<file path="src/rtl/button_scan_ctrl_pkg.sv">
// button_scan_ctrl_pkg: shared scan states, event layout and parameter checks for the button scanner
`ifndef BUTTON_SCAN_CTRL_PKG_SV
`define BUTTON_SCAN_CTRL_PKG_SV
`define BSC_CHECK(c, m) if (!(c)) $error(m);
package button_scan_ctrl_pkg;
  typedef enum logic {IDLE, SCAN} scan_state_e;
  localparam int EVT_PRESS_BIT = 0;
  localparam int EVT_ID_LSB = 1;
  function automatic int evt_idw(input int n);
    return n > 1 ? $clog2(n) : 1;
  endfunction
  function automatic int evt_w(input int n);
    return evt_idw(n) + 1;
  endfunction
endpackage
`endif

</file>
<file path="src/rtl/button_evt_fifo.sv">
// button_evt_fifo: synchronous event queue with push/pop, full/empty and async active-low reset
module button_evt_fifo #(
  parameter int W = 3,
  parameter int DEPTH = 4
) (
  input  logic         clk,
  input  logic         rst_n,
  input  logic         push,
  input  logic [W-1:0] din,
  input  logic         pop,
  output logic [W-1:0] dout,
  output logic         full,
  output logic         empty
);
  localparam int AW = DEPTH > 1 ? $clog2(DEPTH) : 1;
  logic [W-1:0] mem [DEPTH];
  logic [AW-1:0] wp, rp;
  logic [AW:0] cnt;
  logic do_push, do_pop;
  assign do_pop = pop && !empty;
  assign do_push = push && (!full || do_pop);
  assign full = cnt == (AW+1)'(DEPTH);
  assign empty = cnt == '0;
  assign dout = empty ? '0 : mem[rp];
  always_ff @(posedge clk)
    if (do_push) mem[wp] <= din;
  always_ff @(posedge clk or negedge rst_n)
    if (!rst_n) begin
      wp <= '0;
      rp <= '0;
      cnt <= '0;
    end else begin
      if (do_push) wp <= wp == AW'(DEPTH-1) ? '0 : wp + 1'b1;
      if (do_pop) rp <= rp == AW'(DEPTH-1) ? '0 : rp + 1'b1;
      cnt <= cnt + (AW+1)'(do_push) - (AW+1)'(do_pop);
    end
endmodule

</file>
<file path="src/rtl/button_scan_ctrl.sv">
// button_scan_ctrl: round-robin shared debounce of N buttons feeding a press/release event queue
module button_scan_ctrl import button_scan_ctrl_pkg::*; #(
  parameter int N_BUTTONS = 4,
  parameter int TICK_DIV = 50000,
  parameter int STABLE_TICKS = 8,
  parameter int CNT_W = 4,
  parameter int FIFO_DEPTH = 4,
  localparam int IDW = evt_idw(N_BUTTONS)
) (
  input  logic                 clk,
  input  logic                 rst_n,
  input  logic [N_BUTTONS-1:0] btn_raw,
  output logic [N_BUTTONS-1:0] btn_state,
  output logic                 evt_valid,
  input  logic                 evt_ready,
  output logic [IDW-1:0]       evt_id,
  output logic                 evt_press,
  output logic                 overflow,
  input  logic                 clr_overflow
);
  localparam int EVT_W = evt_w(N_BUTTONS);
  localparam int PW = $clog2(TICK_DIV);
  `BSC_CHECK(N_BUTTONS >= 1, "N_BUTTONS must be >= 1")
  `BSC_CHECK(TICK_DIV >= N_BUTTONS + 2, "TICK_DIV must be >= N_BUTTONS+2")
  `BSC_CHECK(STABLE_TICKS >= 1, "STABLE_TICKS must be >= 1")
  `BSC_CHECK(STABLE_TICKS - 1 < (1 << CNT_W), "CNT_W too narrow for STABLE_TICKS-1")
  `BSC_CHECK(FIFO_DEPTH >= 1 && (FIFO_DEPTH & (FIFO_DEPTH - 1)) == 0, "FIFO_DEPTH must be a power of 2")
  logic [N_BUTTONS-1:0] s1, s2;
  logic [PW-1:0] pre;
  logic [CNT_W-1:0] cnt [N_BUTTONS];
  scan_state_e state, nxt;
  logic [IDW-1:0] ptr, ptr_nxt;
  logic tick, last, hit, acc, drop, pop, full, empty;
  logic [EVT_W-1:0] dout;
  assign tick = pre == PW'(TICK_DIV-1);
  assign last = ptr == IDW'(N_BUTTONS-1);
  assign pop = evt_valid && evt_ready;
  assign drop = acc && full && !pop;
  always_comb begin
    hit = state == SCAN && s2[ptr] != btn_state[ptr];
    acc = hit && cnt[ptr] == CNT_W'(STABLE_TICKS-1);
    nxt = state == IDLE ? (tick ? SCAN : IDLE) : (last ? IDLE : SCAN);
    ptr_nxt = state == IDLE ? '0 : ptr + 1'b1;
  end
  always_ff @(posedge clk or negedge rst_n)
    if (!rst_n) begin
      state <= IDLE;
      ptr <= '0;
    end else begin
      state <= nxt;
      ptr <= ptr_nxt;
    end
  always_ff @(posedge clk or negedge rst_n)
    if (!rst_n) begin
      s1 <= '0;
      s2 <= '0;
      pre <= '0;
      cnt <= '{default: '0};
      btn_state <= '0;
      overflow <= 1'b0;
    end else begin
      s1 <= btn_raw;
      s2 <= s1;
      pre <= tick ? '0 : pre + 1'b1;
      if (state == SCAN) cnt[ptr] <= hit && !acc ? cnt[ptr] + 1'b1 : '0;
      if (acc) btn_state[ptr] <= ~btn_state[ptr];
      overflow <= drop ? 1'b1 : clr_overflow ? 1'b0 : overflow;
    end
  button_evt_fifo #(.W(EVT_W), .DEPTH(FIFO_DEPTH)) u_fifo (
    .clk(clk),
    .rst_n(rst_n),
    .push(acc),
    .din({ptr, ~btn_state[ptr]}),
    .pop(pop),
    .dout(dout),
    .full(full),
    .empty(empty)
  );
  assign evt_valid = !empty;
  assign evt_id = dout[EVT_W-1:EVT_ID_LSB];
  assign evt_press = dout[EVT_PRESS_BIT];
endmodule

</file>
<file path="config.mk">
export PLATFORM = sky130hd
export DESIGN_NAME = button_scan_ctrl
export DESIGN_NICKNAME = d
export VERILOG_FILES = /design/src/rtl/button_scan_ctrl_pkg.sv /design/src/rtl/button_evt_fifo.sv /design/src/rtl/button_scan_ctrl.sv
export SDC_FILE = /design/constraint.sdc
export NUM_CORES = 1
export LEC_CHECK = 0
export ABC_AREA = 1
export CAP_MARGIN = 25
export CORE_MARGIN = 1
export CORE_UTILIZATION = 47
export CTS_CLUSTER_DIAMETER = 150
export DETAILED_ROUTE_END_ITERATION = 10
export PLACE_DENSITY = 0.67
export SETUP_SLACK_MARGIN = 0.1
export SYNTH_ARGS = -nofsm -noshare
export SYNTH_HDL_FRONTEND = slang
export SYNTH_SLANG_ARGS = --single-unit
</file>
<file path="constraint.sdc">
create_clock -name clk -period 2.2 [get_ports clk]
set_input_delay 0.66 -clock clk [delete_from_list [all_inputs] [get_ports clk]]
set_output_delay 0.66 -clock clk [all_outputs]
set_load 0.01 [all_outputs]
</file>
== After elaboration in Yosys (flattened, before gate mapping) ==
Memory sizes are Yosys's and may differ from the RTL's.
Index checks and enable logic that the tools add are counted.

* Word-level logic and storage cells: 78
* Register bits: 55
* Bits of input ports: 8
* Memories kept: 1
* Bits in latches: 0
* Bits in writable memories: 12
* Output and inout port bits: 9
* ROM bits: 0

* Shifts and indexed selects: 0
* Multiplexer cells: 26
* Add/sub/neg operators: 7
* Reductions and logical operators: 17
* Bitwise operators: 2
* Divide/modulo/power cells: 0
* $lt $le $gt $ge: 4
* Multiply operators: 0
* Equal/unequal tests: 7

{| class="wikitable"
|+ Memory list
! memory !! words !! bits a word !! rd ports !! clocked after Yosys merged registers in !! write ports !! line !! RTL
|-
| u_fifo.mem || 4 || 3 || 1 || 0 || 1 || button_evt_fifo.sv:16 || <nowiki>logic [W-1:0] mem [DEPTH];</nowiki>
|}

{| class="wikitable"
|+ Operator list
! operator !! number
|-
| 16-bit by 1-bit adder with 16-bit output, second input constant || 1
|-
| 16-bit bitwise mux || 1
|-
| 16-bit equality test, second input constant || 1
|-
| 16-bit two-way mux || 1
|-
| 4-bit two-way mux || 4
|-
| 1-bit logical AND || 10
|-
| 1-bit two-way mux || 10
|-
| 4-bit binary-select mux with 2-bit select || 1
|-
| 4-bit demux with 2-bit select || 1
|-
| 2-bit by 1-bit adder with 2-bit output, second input constant || 3
|-
| 2-bit equality test, second input constant || 3
|-
| 2-bit two-way mux || 3
|-
| 4-bit by 1-bit adder with 4-bit output, second input constant || 1
|-
| 1-bit binary-select mux with 2-bit select || 2
|-
| 4-bit bitwise mux || 1
|-
| 4-bit by 3-bit equality test with 1-bit output, second input constant || 1
|-
| 1-bit zero test || 4
|-
| 3-bit by 1-bit adder with 3-bit output || 1
|-
| 3-bit equality test, second input constant || 1
|-
| 3-bit >= comparator, second input constant || 1
|-
| 3-bit zero test || 1
|-
| 2-bit by 3-bit less-than comparator with 1-bit output, second input constant || 1
|-
| 3-bit by 1-bit less-than comparator with 1-bit output, second input constant || 1
|-
| 3-bit two-way mux || 1
|-
| other kinds (8) || 8
|}

== Longest topological paths before layout ==
Gate-level depths: netlist of run 1.

* Depth in word-level cells: 10
* Mapped depth: 15

== Hierarchy ==
Synthesis of run 1 repeated with hierarchy kept, for this count alone.

* Cell total of the unflattened synthesis: 419
* Area, all modules: 3,588.4 µm²

{| class="wikitable"
|+ By module, submodules not included
! module !! area each (µm²) !! instances !! sequential area each (µm²) !! cells an instance
|-
| button_scan_ctrl || 2,595.0 || 1 || 1,201.2 || 313
|-
| button_evt_fifo || 993.5 || 1 || 535.5 || 106
|}

== Worst setup path after synthesis of run 1 ==
OpenSTA, ideal clock, no wires.

* Path type: flip-flop to flip-flop
* Start point: register ptr[0]
* End point: register u_fifo.cnt[2]
* Arrival time: 2,169 ps
* Setup time: 122 ps
* Stages on the path, launching flop included: 16
* Clock period less this slack: 2,292 ps
* Slack: -92 ps
* Cell sequence: dfrtp_1 buf_6 inv_4 buf_8 nand2_1 nand2_1 nand2_1 nand2_1 ha_1 nand2_4 nor2_8 nand3_2 inv_1 ha_1 fa_1 xnor2_1

* Word-level cells in the longest chain between the ends: 9
* Elaborated cells on any way between the ends: 15
* Those cells by class: add/sub: 2; eq/ne: 2; mux: 7; bitwise: 1; reduce/logical: 3

{| class="wikitable"
|+ RTL lines
! element !! line !! RTL
|-
| from (decl) || button_scan_ctrl.sv:32 || <nowiki>logic [IDW-1:0] ptr, ptr_nxt;</nowiki>
|-
| from (signal assigned) || button_scan_ctrl.sv:51 || <nowiki>ptr <= ptr_nxt;</nowiki>
|-
| 2-bit inverter with 3-bit output (not written as such) || button_scan_ctrl.sv:41 || <nowiki>acc = hit && cnt[ptr] == CNT_W'(STABLE_TICKS-1);</nowiki>
|-
| 4-bit binary-select mux with 2-bit select || button_scan_ctrl.sv:41 ||
|-
| 4-bit two-way mux (not written as such) (2 in a row) || button_scan_ctrl.sv:41 ||
|-
| 4-bit by 3-bit equality test with 1-bit output || button_scan_ctrl.sv:41 ||
|-
| 1-bit logical AND (*) || button_scan_ctrl.sv:41 ||
|-
| 1-bit logical AND (*) || button_evt_fifo.sv:21 || <nowiki>assign do_push = push && (!full || do_pop);</nowiki>
|-
| net u_fifo.do_push || button_evt_fifo.sv:19 || <nowiki>logic do_push, do_pop;</nowiki>
|-
| 3-bit by 1-bit adder with 3-bit output (*) || button_evt_fifo.sv:35 || <nowiki>cnt <= cnt + (AW+1)'(do_push) - (AW+1)'(do_pop);</nowiki>
|-
| 3-bit by 1-bit subtractor with 3-bit output (*) || button_evt_fifo.sv:35 ||
|-
| to (signal assigned) || button_evt_fifo.sv:35 ||
|-
| to (decl) || button_evt_fifo.sv:18 || <nowiki>logic [AW:0] cnt;</nowiki>
|}

Mark *: on every way through the listed nets, which the timed path passes. The rest lies on a longest branch. The select of a mux whose other input is x is not followed.
A chain may end at the register's enable or synchronous reset.

== Final worst setup path of run 1 ==
* Start point: register ptr[0]
* End point: register u_fifo.cnt[1]

Same word-level chain as after synthesis.

==> key figures, run 1 <==
Outcome
  • Status: finished clean

Die
  • Initial Utilization: 49.7%
  • I/O Pins: 17
  • DIE AREA: 7740 µm²
  • Die height: approximately 88 µm
  • CORE AREA: 6980 µm²
  • Die width: 88.0 µm
  • FP Rows: 30

Clock tree
  • Clk_lat worst skew: 0.34 ns
  • Root buffer selected by CTS: clkbuf_8
  • CTS tree: done
  • CTS Buffer Depth: 2
  • CTS H-tree depth: 3
  • Reg clk slew, reported paths: approximately 0.070 ns
  • Clock sink count: 67
  • CTS Buf Count: 9

Final layout
  • Area of the multi-input gates: ~1500 µm²
  • Layout cells sized above 1: 16.5%
  • # fillers: 640
  • Post-layout net count: 466
  • Area taken by flip-flops and latches: between 1500 and 2000 µm²
  • Syn-to-layout area delta: 18.1%
  • Finished Core Util: 58.8%
  • Design area: between 4000 and 5000 µm²
  • N_diodes: 0

Synth
  • Flop and latch count out of synthesis: 67
  • Post-Synth Adder-Cell Area: under 10%
  • Simple-Gate Fraction of Synth Area: a little under a third
  • Mapped Avg Cell Area: 8.58 µm²
  • Post-synthesis instance area: 3470 µm²
  • Post-Syn Nets: 427
  • Syn Inst Count: 405
  • Sequential element share of the synthesized area: 50.0%
  • Post-synthesis mux area share: 0%
  • Yosys warns: 0
  • Main combinational cell family by area after synthesis: simple AND/OR/NAND/NOR gates
  • Xor and xnor area share after synthesis: 3.53%
  • Synth Area in Compound Gates: roughly 3.5%
  • Netlist cell types: 31

Critical path
  • Crit path DAT: 2.26 ns
  • FF-to-FF End: u_fifo.cnt[1]
  • Crit path kind: flop to flop
  • R2R depth: 11
  • CP startpoint: ptr[0]
  • Max Fanout on Critical Path: 11
  • Critical path capture point type: flop
  • Worst r2r src: ptr[0]
  • Worst setup endpoint: u_fifo.cnt[1]
  • CP required: 2.42 ns
  • Crit start category: flop
  • R2R Setup Slk: 0.16 ns

Route
  • Final ANT Viol Nets: 0
  • Total Wirelength: 6.73 mm
  • Drt pass-1 iters: 4
  • DRC: 0
  • Vias per cell: 4.86
  • Via Count: about 2700
  • Routed len/inst: 12.3 µm
  • DRT iter0 DRCs: 121

Timing
  • Slew Limit Fails: 0
  • Final period utilization: 92.9%
  • Max-slew headroom: about four fifths
  • FMAX: 489 MHz
  • Worst clock skew: 0.0109 ns
  • Final critical-path required period: slightly above 2 ns
  • Final setup violation count: 0
  • Slew @ Worst Pin: just over 0.3 ns
  • RSZ-0062 raised after global routing: yes
  • Final Hold Viols: 0

Flow run
  • Max_cap viols: 0

Pwr
  • Sw Ratio: 26.0%
  • Switching power total: 0.739 mW
  • Internal: 2.11 mW
  • Combinational share of power: 16.3%
  • VDD IR max: approximately 0.00038 V
  • Clk pwr share: between 30% and 40%
  • Lkg Pwr: 1.98 nW
  • Sequential power share: 47.8%
  • PwrDens: approximately 690 nW/µm²

Global route
  • Largest net degree at the start of global routing: 56
  • First-pass GRT wire length: 11.3 mm
  • Total Routing Usage GR: 19.6%
  • GRT overflow: 0
  • Vias in the first global route: 2485
  • Initial antenna violation count: 0

Placement
  • Buffers on Ports: 16
  • Placer Congestion: 0.894
  • Post-DP HPWL: 4.84 mm
  • Post-DP Area: between 3000 and 4000 µm²

Min path
  • Hold crit path type: input pin to async pin
[per-stage QoR]
stage	TNS [ns]	setup slack (ns)	hold slack [ns]	power [mW]	std cells
2_1_floorplan	-0.0109	-0.0109	0.331	1.66	405
3_3_place_gp	-0.279	-0.140	0.333	1.83	526
3_5_place_dp	-0.397	-0.205	0.335	1.86	526
4_1_cts	0	0.0592	0.318	2.87	544
5_1_grt	0	0.0845	0.336	2.99	545
6_report	0	0.157	0.309	2.85	545
[per-layer routing]
metal | up-vias | track usage (%) | share of wire (%)
met4 | 0 | 7.15 | 1.7
met3 | 12 | 3.39 | 2.8
li1 | 1369 | - | -
met5 | - | 0 | 0
met1 | 1226 | 24.8 | 45
met2 | 43 | 33.7 | 50
[how the worst min path moves through the flow]
| stage | from | to | cells after the start |
|---|---|---|---|
| after global routing | rst_n | s2[1] | 2 |
| after global placement | s1[3] | s2[3] | 0 |
| after detailed placement | s1[0] | s2[0] | 0 |
| after CTS | rst_n | btn_state[3] | 2 |
| after floorplan | s1[0] | s2[0] | 0 |
| final | rst_n | btn_state[3] | 2 |
[critical path: stages, from the launching register on]
cell,delay (ns)
dfrtp_2,0.46
buf_6,0.15
buf_4,0.16
nand2_1,0.08
o21ai_0,0.08
nand2_1,0.07
nand2_2,0.10
nor2_8,0.15
nand3_4,0.08
inv_2,0.07
ha_4,0.12
fa_2,0.41
[sequential cells by signal, indices dropped and copies added (netlist names)]
signal,flops
u_fifo.cnt,3
s2,4
ptr,2
state,1
u_fifo.rp,2
overflow,1
btn_state,4
pre,16
u_fifo.wp,2
s1,4
cnt,16
u_fifo.mem,12
[cells in the mapped netlist (all sizes together)]
master  number  area (µm²)
o211ai       2        15.0
o21a         1        7.51
nor4         2        27.5
xor2        11        96.3
nand2      130         523
nand4        9        56.3
inv         44         168
buf          9        82.6
nor2        48         211
ha          13         163
xnor2        3        26.3
dfrtp       55        1380
clkbuf       1        3.75
o21ai       15        75.1
edfxtp      12         360
nand2b       1        6.26
nor3         5        25.0
nand3       38         205
fa           1        20.0
a21oi        5        25.0
[power by group through the flow]
stage               Combinational [mW]  Clock [mW]  Sequential (mW)
floorplan                        0.289           0             1.37
global placement                 0.442           0             1.39
detailed placement               0.459           0             1.40
CTS                              0.472        1.04             1.36
global route                     0.532        1.09             1.37
finish                           0.465        1.02             1.36
[cell families (layout without fill, tap and decap cells)]
kind of cell    after synthesis  count (layout)
simple gates                233             233
flops                        67              67
buf+inv                      54              98
compound gates               23              23
fa+ha+maj                    14              14
xor+xnor                     14              14
[what timing repair did]
action | in CTS | in global routing
pin swaps | 0 | 4
gates cloned | 0 | 0
endpoints found under the setup margin | 13 | 18
gates resized for setup | 16 | 15
hold buffers | 0 | 0
setup buffers | 2 | 1
[cell type report]
| cell class | count | share of cell area (%) |
|---|---|---|
| inverter | 44 | 4.21 |
| tap | 96 | 2.93 |
| sequential | 67 | 42.4 |
| timing repair buffer | 38 | 7.99 |
| clock inverter | 2 | 0.854 |
| clock buffer | 14 | 3.96 |
| multi-input combinational | 284 | 37.7 |
[layout by cell type (no fill, tap or decap), types with 3 or more instances in the layout]
cell / n
nand2_4: 3
nor2_1: 41
nand3_1: 35
nor2_2: 4
inv_1: 40
ha_1: 11
xnor2_1: 3
clkbuf_1: 3
clkdlybuf4s50_1: 11
clkbuf_8: 11
nand2_2: 12
nand4_1: 9
buf_2: 4
nor3_1: 5
o21ai_0: 13
dfrtp_1: 53
xor2_1: 11
nand2_1: 115
edfxtp_1: 12
buf_4: 19
a21oi_1: 5
(Power assumes the default switching activity.)
==> run 2, diff against run 1 <==
==> constraint.sdc (replaced) <==
create_clock -name clk -period 1.8 [get_ports clk]
set_input_delay 0.54 -clock clk [delete_from_list [all_inputs] [get_ports clk]]
set_output_delay 0.54 -clock clk [all_outputs]
set_load 0.01 [all_outputs]
==> key figures, run 2 (synthesized netlist as in run 1, its figures left out) <==
Outcome
  • Status: complete, but fails checks (was finished clean)
  • Failing checks: negative setup slack

Final layout
  • N_diodes: 0 (unchanged)
  • Final Non-Filler Cells: 583 (was 545)
  • Area of the multi-input gates: 1830 µm² (was 1550 µm²)
  • Post-layout net count: 504 (was 466)
  • Layout cells sized above 1: 34.5% (was 16.5%)
  • # fillers: 543 (was 640)
  • Area taken by flip-flops and latches: 1740 µm² (unchanged)
  • Top Registers: cnt: 16 flops, pre: 16 flops, u_fifo.mem: 12 flops (unchanged)
  • Commonest cells after routing, fill and taps aside: nand2_1 (97), dfrtp_1 (53), buf_4 (43) (was nand2_1 (115), dfrtp_1 (53), nor2_1 (41))
  • Most common cell after layout, fill and taps aside: nand2_1 (unchanged)
  • Syn-to-layout area delta: 38.1% (was 18.1%)

Placement
  • Buffers on Ports: 16 (unchanged)
  • Post-DP HPWL: 5.16 mm (was 4.84 mm)
  • Placer Congestion: 0.916 (was 0.894)
  • Place WS: -0.456 ns (was -0.205 ns)
  • Inst Count DP: 538 (was 526)

Global route
  • Total Routing Usage GR: 22.8% (was 19.6%)
  • Initial antenna violation count: 0 (unchanged)
  • GRT overflow: 0 (unchanged)
  • Largest net degree at the start of global routing: 39 (was 56)
  • First-pass GRT wire length: 13.1 mm (was 11.3 mm)
  • Vias in the first global route: 2866 (was 2485)

Route
  • DRT iter0 DRCs: 108 (was 121)
  • Final ANT Viol Nets: 0 (unchanged)
  • DRC: 0 (unchanged)
  • Routed len/inst: 14.2 µm (was 12.3 µm)
  • Via Count: 2963 (was 2650)
  • Drt pass-1 iters: 4 (unchanged)
  • Total Wirelength: 8.27 mm (was 6.73 mm)
  • Vias per cell: 5.08 (was 4.86)

Min path
  • Hold crit path type: input pin to async pin (unchanged)

Timing
  • Max-slew headroom: 66.7% (was 79.1%)
  • Final setup violation count: 36 (was 0)
  • Setup slack after layout: -0.265 ns (was 0.157 ns)
  • FMAX: 484 MHz (was 489 MHz)
  • Final period utilization: 115% (was 92.9%)
  • Final Hold Viols: 0 (unchanged)
  • Slew Limit Fails: 0 (unchanged)
  • Final critical-path required period: 2.06 ns (was 2.04 ns)
  • Slew @ Worst Pin: 0.499 ns (was 0.311 ns)
  • Worst clock skew: 0.00961 ns (was 0.0109 ns)
  • RSZ-0062 raised after global routing: yes (unchanged)

Pwr
  • Switching power total: 1.04 mW (was 0.739 mW)
  • Clk pwr share: 38.3% (was 35.8%)
  • Internal: 2.92 mW (was 2.11 mW)
  • PwrDens: 825 nW/µm² (was 694 nW/µm²)
  • Lkg Pwr: 2.35 nW (was 1.98 nW)
  • Combinational share of power: 19.9% (was 16.3%)
  • Sequential power share: 41.9% (was 47.8%)
  • Sw Ratio: 26.3% (was 26.0%)
  • VDD IR max: 0.000596 V (was 0.000377 V)

Clock tree
  • Clk_lat worst skew: 0.35 ns (was 0.34 ns)
  • CTS Buffer Depth: 2 (unchanged)
  • CTS tree: done (unchanged)
  • Root buffer selected by CTS: clkbuf_8 (unchanged)
  • Reg clk slew, reported paths: 0.08 ns (was 0.07 ns)
  • CTS H-tree depth: 3 (unchanged)
  • CTS Buf Count: 9 (unchanged)
  • Post-CTS Hold Fix Bufs: 0 (unchanged)
  • Clock sink count: 67 (unchanged)

Critical path
  • Critical path capture point type: flop (unchanged)
  • CP required: 2.09 ns (was 2.42 ns)
  • Crit path kind: flop to flop (unchanged)
  • Max Fanout on Critical Path: 8 (was 11)
  • Crit path DAT: 2.36 ns (was 2.26 ns)
  • Crit start category: flop (unchanged)

Die
  • Die height: 88.0 µm (unchanged)
  • FP Rows: 30 (unchanged)
  • Initial Utilization: 49.7% (unchanged)
  • I/O Pins: 17 (unchanged)
  • Die width: 88.0 µm (unchanged)
  • CORE AREA: 6980 µm² (unchanged)
  • DIE AREA: 7740 µm² (unchanged)

Flow run
  • Max_cap viols: 0 (unchanged)
==> run 2: cell types whose count changed in the layout (fill, tap and decap cells not counted), moves of 6 or more <==
cell     previous run  this run
nor2_1             41        29
nand2_2            12        22
nand2_1           115        97
nand3_1            35        18
nand2_4             3        11
o21ai_0            13         2
buf_6               2        10
buf_4              19        43
nand3_2             2        18
nor2_4              2         9
o21ai_1             2         8
==> run 2: per-layer routing <==
layer  vias to the layer above  wire, µm  share of wire (%)  track usage, %
met4                         0       175                2.1            8.20
met1                      1429      3590                 43            27.5
met3                        19       439                5.3            7.82
met5                         -         0                  0               0
li1                       1439         -                  -               -
met2                        76      4060                 49            37.9
==> run 2: power groups by stage <==
stage	sequential [mW]	clock [mW]	combinational, mW
2_1_floorplan	1.67	0	0.353
3_3_place_gp	1.70	0	0.597
3_5_place_dp	1.70	0	0.621
4_1_cts	1.65	1.55	0.746
5_1_grt	1.67	1.62	0.885
6_report	1.66	1.51	0.785
==> run 2: timing repair <==
item,CTS,global route
pin swaps,17,20
endpoints found under the setup margin,47,45
cloned,0,2
setup buffers,13,16
resized for setup,66,64
==> run 2: worst max-delay path: stages (launching register included) <==
cell	delay (ns)
dfrtp_2	0.45
buf_12	0.16
nand2_4	0.06
nand2_1	0.08
nand2_1	0.09
nand2_2	0.08
ha_4	0.17
nand2_4	0.08
nor2_8	0.04
nand3_4	0.07
inv_2	0.05
ha_4	0.15
fa_2	0.51
==> run 2: through the flow <==
stage               hold slack [ns]  instance area [µm²]  utilization (%)  power [mW]  TNS (ns)
finish                        0.141                 4800             68.7        3.96     -5.18
global route                  0.141                 4800             68.7        4.17     -7.62
floorplan                     0.244                 3550                -        2.03     -3.08
global placement              0.333                 3980             56.9        2.29     -5.48
CTS                           0.138                 4430             63.5        3.95     -1.16
detailed placement            0.338                 3980             56.9        2.32     -6.68
==> run 2: worst paths after layout <==
| kind | start | end | slack, ns | cells past startpoint |
|---|---|---|---|---|
| worst max-delay path | ptr[0] | u_fifo.cnt[1] | -0.26 | 12 |
| worst min-delay path | rst_n | s1[1] | 0.14 | 2 |
| worst max register to register | ptr[0] | u_fifo.cnt[1] | -0.26 | 12 |
| worst min register to register | s1[2] | s2[2] | 0.35 | 0 |
| max in group asynchronous | rst_n | u_fifo.rp[0] | 1.18 | 2 |
| min in group clk | s1[2] | s2[2] | 0.35 | 0 |
==> run 2: final cells by class <==
type                    count  area share [%]
repair buffers             76            14.6
clock inverters             6            2.32
well taps                  96            2.50
clock buffers              10            2.66
flip-flops and latches     67            36.3
multi-input cells         284            38.1
inverters                  44            3.60
